$ cat config.mk
export PLATFORM = sky130hd
export DESIGN_NAME = cdr_loop_filter
export DESIGN_NICKNAME = d
export VERILOG_FILES = /design/src/rtl/cdr_loop_filter.sv
export SDC_FILE = /design/constraint.sdc
export NUM_CORES = 1
export LEC_CHECK = 0
export CAP_MARGIN = 20
export CORE_MARGIN = 2
export CORE_UTILIZATION = 41
export CTS_CLUSTER_DIAMETER = 30
export CTS_CLUSTER_SIZE = 20
export DETAILED_ROUTE_END_ITERATION = 16
export GPL_TIMING_DRIVEN = 0
export PLACE_DENSITY = 0.58
export SETUP_SLACK_MARGIN = 0.5
export SYNTH_ARGS = -nofsm -noshare
export SYNTH_HDL_FRONTEND = slang
export SYNTH_SLANG_ARGS = --single-unit
$ cat constraint.sdc
create_clock -name clk -period 3.6 [get_ports clk]
set_input_delay 1.08 -clock clk [delete_from_list [all_inputs] [get_ports clk]]
set_output_delay 1.08 -clock clk [all_outputs]
set_load 0.02 [all_outputs]
$ cat src/rtl/cdr_loop_filter.sv
// cdr_loop_filter: bang-bang phase detector and loop filter driving rotator inc/dec pulses with lock tracking
module cdr_loop_filter #(
  parameter int ACC_W      = 6,
  parameter int THRESH_ACQ = 4,
  parameter int THRESH_TRK = 16,
  parameter int HOLDOFF    = 4,
  parameter int LOCK_WIN   = 64,
  parameter int UNLOCK_N   = 4
) (
  input  logic clk,
  input  logic rst,
  input  logic en,
  input  logic s_valid,
  input  logic s_early,
  input  logic s_edge,
  input  logic s_late,
  output logic inc,
  output logic dec,
  output logic locked
);
  localparam int HW = $clog2(HOLDOFF + 2);
  localparam int QW = $clog2(LOCK_WIN + 1);
  localparam int RW = $clog2(UNLOCK_N + 1);
  localparam logic signed [ACC_W-1:0] TA = ACC_W'(THRESH_ACQ);
  localparam logic signed [ACC_W-1:0] TT = ACC_W'(THRESH_TRK);
  typedef enum logic {ACQ, TRK} state_t;
  state_t state, state_nx;
  logic vote_up, vote_dn;
  logic signed [ACC_W-1:0] acc, acc_nx, acc_sum, thr, step;
  logic [HW-1:0] hold_cnt, hold_nx;
  logic [QW-1:0] quiet_cnt, quiet_nx;
  logic [RW-1:0] run_cnt, run_nx;
  logic run_dir, run_dir_nx, hold, p_up, p_dn, pulse;
  // Stage 1: Alexander early/late vote from the data/edge/data triple
  always_ff @(posedge clk or negedge rst)
    if (!rst) begin
      vote_up <= 1'b0;
      vote_dn <= 1'b0;
    end else begin
      vote_up <= en && s_valid && (s_early != s_late) && (s_edge == s_early);
      vote_dn <= en && s_valid && (s_early != s_late) && (s_edge == s_late);
    end
  // Stage 2 datapath and ACQUIRE/TRACK next-state: integrate, threshold, hold-off, lock bookkeeping
  always_comb begin
    hold = hold_cnt != '0;
    thr = state == TRK ? TT : TA;
    step = {{(ACC_W-1){vote_dn}}, vote_up | vote_dn};
    acc_sum = acc + step;
    p_up = !hold && acc_sum >= thr;
    p_dn = !hold && acc_sum <= -thr;
    pulse = p_up || p_dn;
    hold_nx = pulse ? HW'(HOLDOFF) : hold ? hold_cnt - 1'b1 : hold_cnt;
    acc_nx = (hold || pulse) ? '0 : acc_sum;
    state_nx = state;
    quiet_nx = quiet_cnt;
    run_nx = run_cnt;
    run_dir_nx = run_dir;
    if (state == ACQ) begin
      quiet_nx = pulse ? '0 : quiet_cnt + 1'b1;
      if (!pulse && quiet_cnt == QW'(LOCK_WIN - 1)) begin
        state_nx = TRK;
        quiet_nx = '0;
        acc_nx = '0;
      end
    end else if (pulse) begin
      run_nx = (run_cnt != '0 && run_dir == p_up) ? run_cnt + 1'b1 : RW'(1);
      run_dir_nx = p_up;
      if (run_nx == RW'(UNLOCK_N)) begin
        state_nx = ACQ;
        run_nx = '0;
        quiet_nx = '0;
      end
    end
  end
  // State registers; a low enable freezes the loop in a cleared ACQUIRE state
  always_ff @(posedge clk or negedge rst)
    if (!rst) begin
      state <= ACQ;
      acc <= '0;
      hold_cnt <= '0;
      quiet_cnt <= '0;
      run_cnt <= '0;
      run_dir <= 1'b0;
      inc <= 1'b0;
      dec <= 1'b0;
    end else begin
      state <= en ? state_nx : ACQ;
      acc <= en ? acc_nx : '0;
      hold_cnt <= en ? hold_nx : '0;
      quiet_cnt <= en ? quiet_nx : '0;
      run_cnt <= en ? run_nx : '0;
      run_dir <= en && run_dir_nx;
      inc <= en && p_up;
      dec <= en && p_dn;
    end
  assign locked = state == TRK;
endmodule

==> flow_summary.yaml <==
synthesis:
  synth_area_sq_um: 1640
  synth_area_per_cell_sq_um: 9.69
  synth_nets: 191
  ys_types: 45
  ys_ff_latch: 25
  yosys_warnings: 0
  postSynthCellCount: 169
  synth-edff-count: 0
  yosysSeqAreaShare: 0.382
  ys_async_sr_fraction: 1.00
  synthFlopType: "dfrtp_1"
sta:
  drv_slew: 0
  grt_setup_unrepaired: "yes"
  fin_skew_ps: 13.6
  setup-tns-final_ps: 0
  finalSetupViolations: 0
  finalCriticalPeriod_ps: 3190
  worstMarginPinSlew_ps: 603
  min_period_over_period: 0.886
  finalHoldViolations: 0
  fmax_ghz: 0.313
  relSlewSlack: 0.597
floorplanning:
  core.rowCount: 22
  io_pins: 10
  die-area_sq_um: 4520
  start_util: 0.438
  die_w_um: 67.2
  core_sq_um: 3740
  fp.dieH_um: 67.2
grt:
  grt_pass1_wl_mm: 5.90
  track_usage: 0.170
  grt_pass1_vias: 1334
  antenna_found_initial: 0
  grt_overflow: 0
  grt_max_degree: 17
clocking:
  htreeDepth: 1
  holdBufCountCts: 0
  max-clock-path-buffers: 2
  cts_tree: "done"
  clock-sinks: 25
  clk_latency_ps: 280
  clk_pin_slew_ps: 110
  cts_buffers: 3
  cts-root-buf: "clkbuf_8"
setup_path:
  r2r-start: "vote_dn$_DFF_PN0_"
  critPathRequiredTime_ps: 3800
  crit_cells: 14
  critPathTopFamily: "compound AO/OA/AOI/OAI gates"
  r2r_slack_ps: 410
  endpoint_kind: "flip-flop"
  critPathLaunch: "vote_dn$_DFF_PN0_"
  crit_path_start_kind: "flip-flop"
  crit_buf_inv: 2
  worstPathMaxFanout: 4
  crit_type: "flip-flop to flip-flop"
  max_stage_delay_ps: 410
  ff2ff_path_depth: 14
  crit_path_end: "run_cnt[0]$_DFFE_PN0P_"
  cp.arrival_ps: 3390
  cp_cell_sequence: "or2_4 -> ha_4 -> buf_4 -> a211oi_4 -> o21ba_2 -> nor2_1 -> ha_1 -> o21a_1 -> nor2_1 -> o311ai_1 -> o22ai_2 -> buf_4 -> and2_4 -> a311oi_2"
  slowest_stage: "dfrtp_2"
  reg2reg_to: "run_cnt[0]$_DFFE_PN0P_"
power_and_ir_drop:
  pwr-share-comb: 0.435
  power.internal_mw: 0.571
  p_sw_frac: 0.374
  p_per_area_nw_per_um2: 442
  clockPowerShare: 0.199
  vdd_drop_max_uv: 200
  switchingPower_mw: 0.342
  leakage_nw: 0.949
  seqPwrFrac: 0.365
finish:
  insertedDiodeCount: 0
  fill_cells: 350
  drive_gt1_frac: 0.232
  final_util: 0.552
  layout.nets: 217
  fin_cells: 242
  area_growth_pct: 26.1
routing:
  dr.pass1.iters: 4
  drtAntennaViolNets: 0
  drt_wl_total_mm: 3.46
  initialDrtViolationCount: 47
  post_drt_wl_per_cell_um: 14.3
  dr_total_vias: 1322
  drc_errors: 0
  vias_per_cell: 5.46
outcome:
  status: "completed"
place:
  hpwl_mm: 2.48
  gp_congestion: 0.783
  portBuffers: 9
  dp.cells: 227
worst_hold_path:
  min_path_type: "flip-flop to flip-flop"
flow_run:
  max_cap_violations: 0
[cell usage after synthesis, types with 2 or more instances]
cell | n | area share
a211oi_1 | 3 | 0.014
a21oi_1 | 7 | 0.021
a221o_1 | 4 | 0.024
a32o_1 | 2 | 0.012
and2_1 | 6 | 0.023
and3_1 | 5 | 0.019
clkbuf_1 | 3 | 0.0069
dfrtp_1 | 25 | 0.38
ha_1 | 14 | 0.11
inv_1 | 16 | 0.037
mux2i_1 | 3 | 0.018
nand2_1 | 7 | 0.016
nand2b_1 | 6 | 0.023
nand3_1 | 3 | 0.0092
nor2_1 | 16 | 0.037
nor2_2 | 2 | 0.0076
nor2b_1 | 3 | 0.011
nor3_1 | 4 | 0.012
nor4_1 | 3 | 0.011
o211ai_1 | 3 | 0.014
o21a_1 | 4 | 0.018
o21ai_1 | 3 | 0.0092
or2_1 | 2 | 0.0076
xnor2_1 | 3 | 0.016
xor2_1 | 2 | 0.011
[power by group through the flow]
stage | Sequential, mW | Combinational [mW] | Clock (mW)
final | 0.333 | 0.397 | 0.182
after CTS | 0.333 | 0.362 | 0.188
after detailed placement | 0.339 | 0.322 | 0
after global routing | 0.339 | 0.440 | 0.199
after floorplan | 0.338 | 0.245 | 0
after global placement | 0.337 | 0.310 | 0
[state kept, by name (all words and copies together), names as in the netlist, 3 cells and up]
register / cells
quiet_cnt: 7
acc: 6
hold_cnt: 3
run_cnt: 3
[cell type report]
cell class | count | area, sq um | area share
Timing Repair Buffer | 21 | 191 | 0.0927
Clock inverter | 1 | 8.76 | 0.00424
Clock buffer | 3 | 41.3 | 0.0200
Tap cell | 48 | 60.1 | 0.0291
Multi-Input combinational cell | 123 | 1050 | 0.509
Inverter | 17 | 63.8 | 0.0309
Sequential cell | 25 | 627 | 0.303
Buffer | 4 | 22.5 | 0.0109
[how the worst min path moves through the flow]
stage	from	endpoint	slack [ps]	cells after the start
3_5_place_dp	quiet_cnt[6]$_DFFE_PN0P_	quiet_cnt[6]$_DFFE_PN0P_	510	2
4_1_cts	quiet_cnt[6]$_DFFE_PN0P_	quiet_cnt[6]$_DFFE_PN0P_	530	2
5_1_grt	quiet_cnt[6]$_DFFE_PN0P_	quiet_cnt[6]$_DFFE_PN0P_	560	2
2_1_floorplan	hold_cnt[1]$_DFFE_PN0P_	hold_cnt[1]$_DFFE_PN0P_	480	2
6_report	quiet_cnt[6]$_DFFE_PN0P_	quiet_cnt[6]$_DFFE_PN0P_	530	2
3_3_place_gp	hold_cnt[1]$_DFFE_PN0P_	hold_cnt[1]$_DFFE_PN0P_	500	2
[worst reg2reg max path, cell delays in order, from the launching register on]
cell and delay (ps):
dfrtp_2 410, or2_4 230, ha_4 160, buf_4 130, a211oi_4 300, o21ba_2 230, nor2_1 60, ha_1 290
o21a_1 120, nor2_1 70, o311ai_1 350, o22ai_2 180, buf_4 170, and2_4 160, a311oi_2 250
[per-stage QoR]
| step | instance area, sq um | power [mW] | setup WS (ps) | hold WS, ps |
|---|---|---|---|---|
| after floorplan | 1680 | 0.583 | 494 | 480 |
| after global placement | 1830 | 0.647 | 171 | 496 |
| after detailed placement | 1850 | 0.661 | 177 | 509 |
| after CTS | 1980 | 0.884 | 446 | 525 |
| after global routing | 2070 | 0.979 | 227 | 560 |
| final | 2070 | 0.912 | 409 | 526 |
[placed cells by master (no fill, tap or decap), types with 5 or more instances in the layout]
master,Yosys,final
buf_4,0,10
clkdlybuf4s50_1,0,9
a21oi_1,7,6
nor2_1,16,16
nand2_1,7,7
and3_1,5,5
and2_1,6,5
ha_1,14,12
nand2b_1,6,5
inv_1,16,14
dfrtp_1,25,24
[cell families (layout without fill, tap and decap cells)]
family                     Yosys count  after routing  synth area share
and+or+nand+nor                     60             60             0.191
AOI/OAI and AO/OA                   39             39             0.203
DFF                                 25             25             0.382
buffers and inverters               21             46            0.0527
adders and majority gates           15             15             0.119
xor gates and xnor gates             5              5            0.0267
muxes                                4              4            0.0252
[metal layers]
layer  global-route usage  wire length [um]  up-vias
met2                0.300              1730       20
li1                     -                 -      642
met5                    0                 0        -
met4               0.0357                18        0
met1                0.223              1610      658
met3               0.0233                97        2
[repair_timing]
item                                    CTS  global route
endpoints found under the setup margin   17            17
gates resized for setup                   8             8
setup buffers                             5             6
pin swaps                                 7             7
Note: power is estimated with default switching activity, not from simulation.
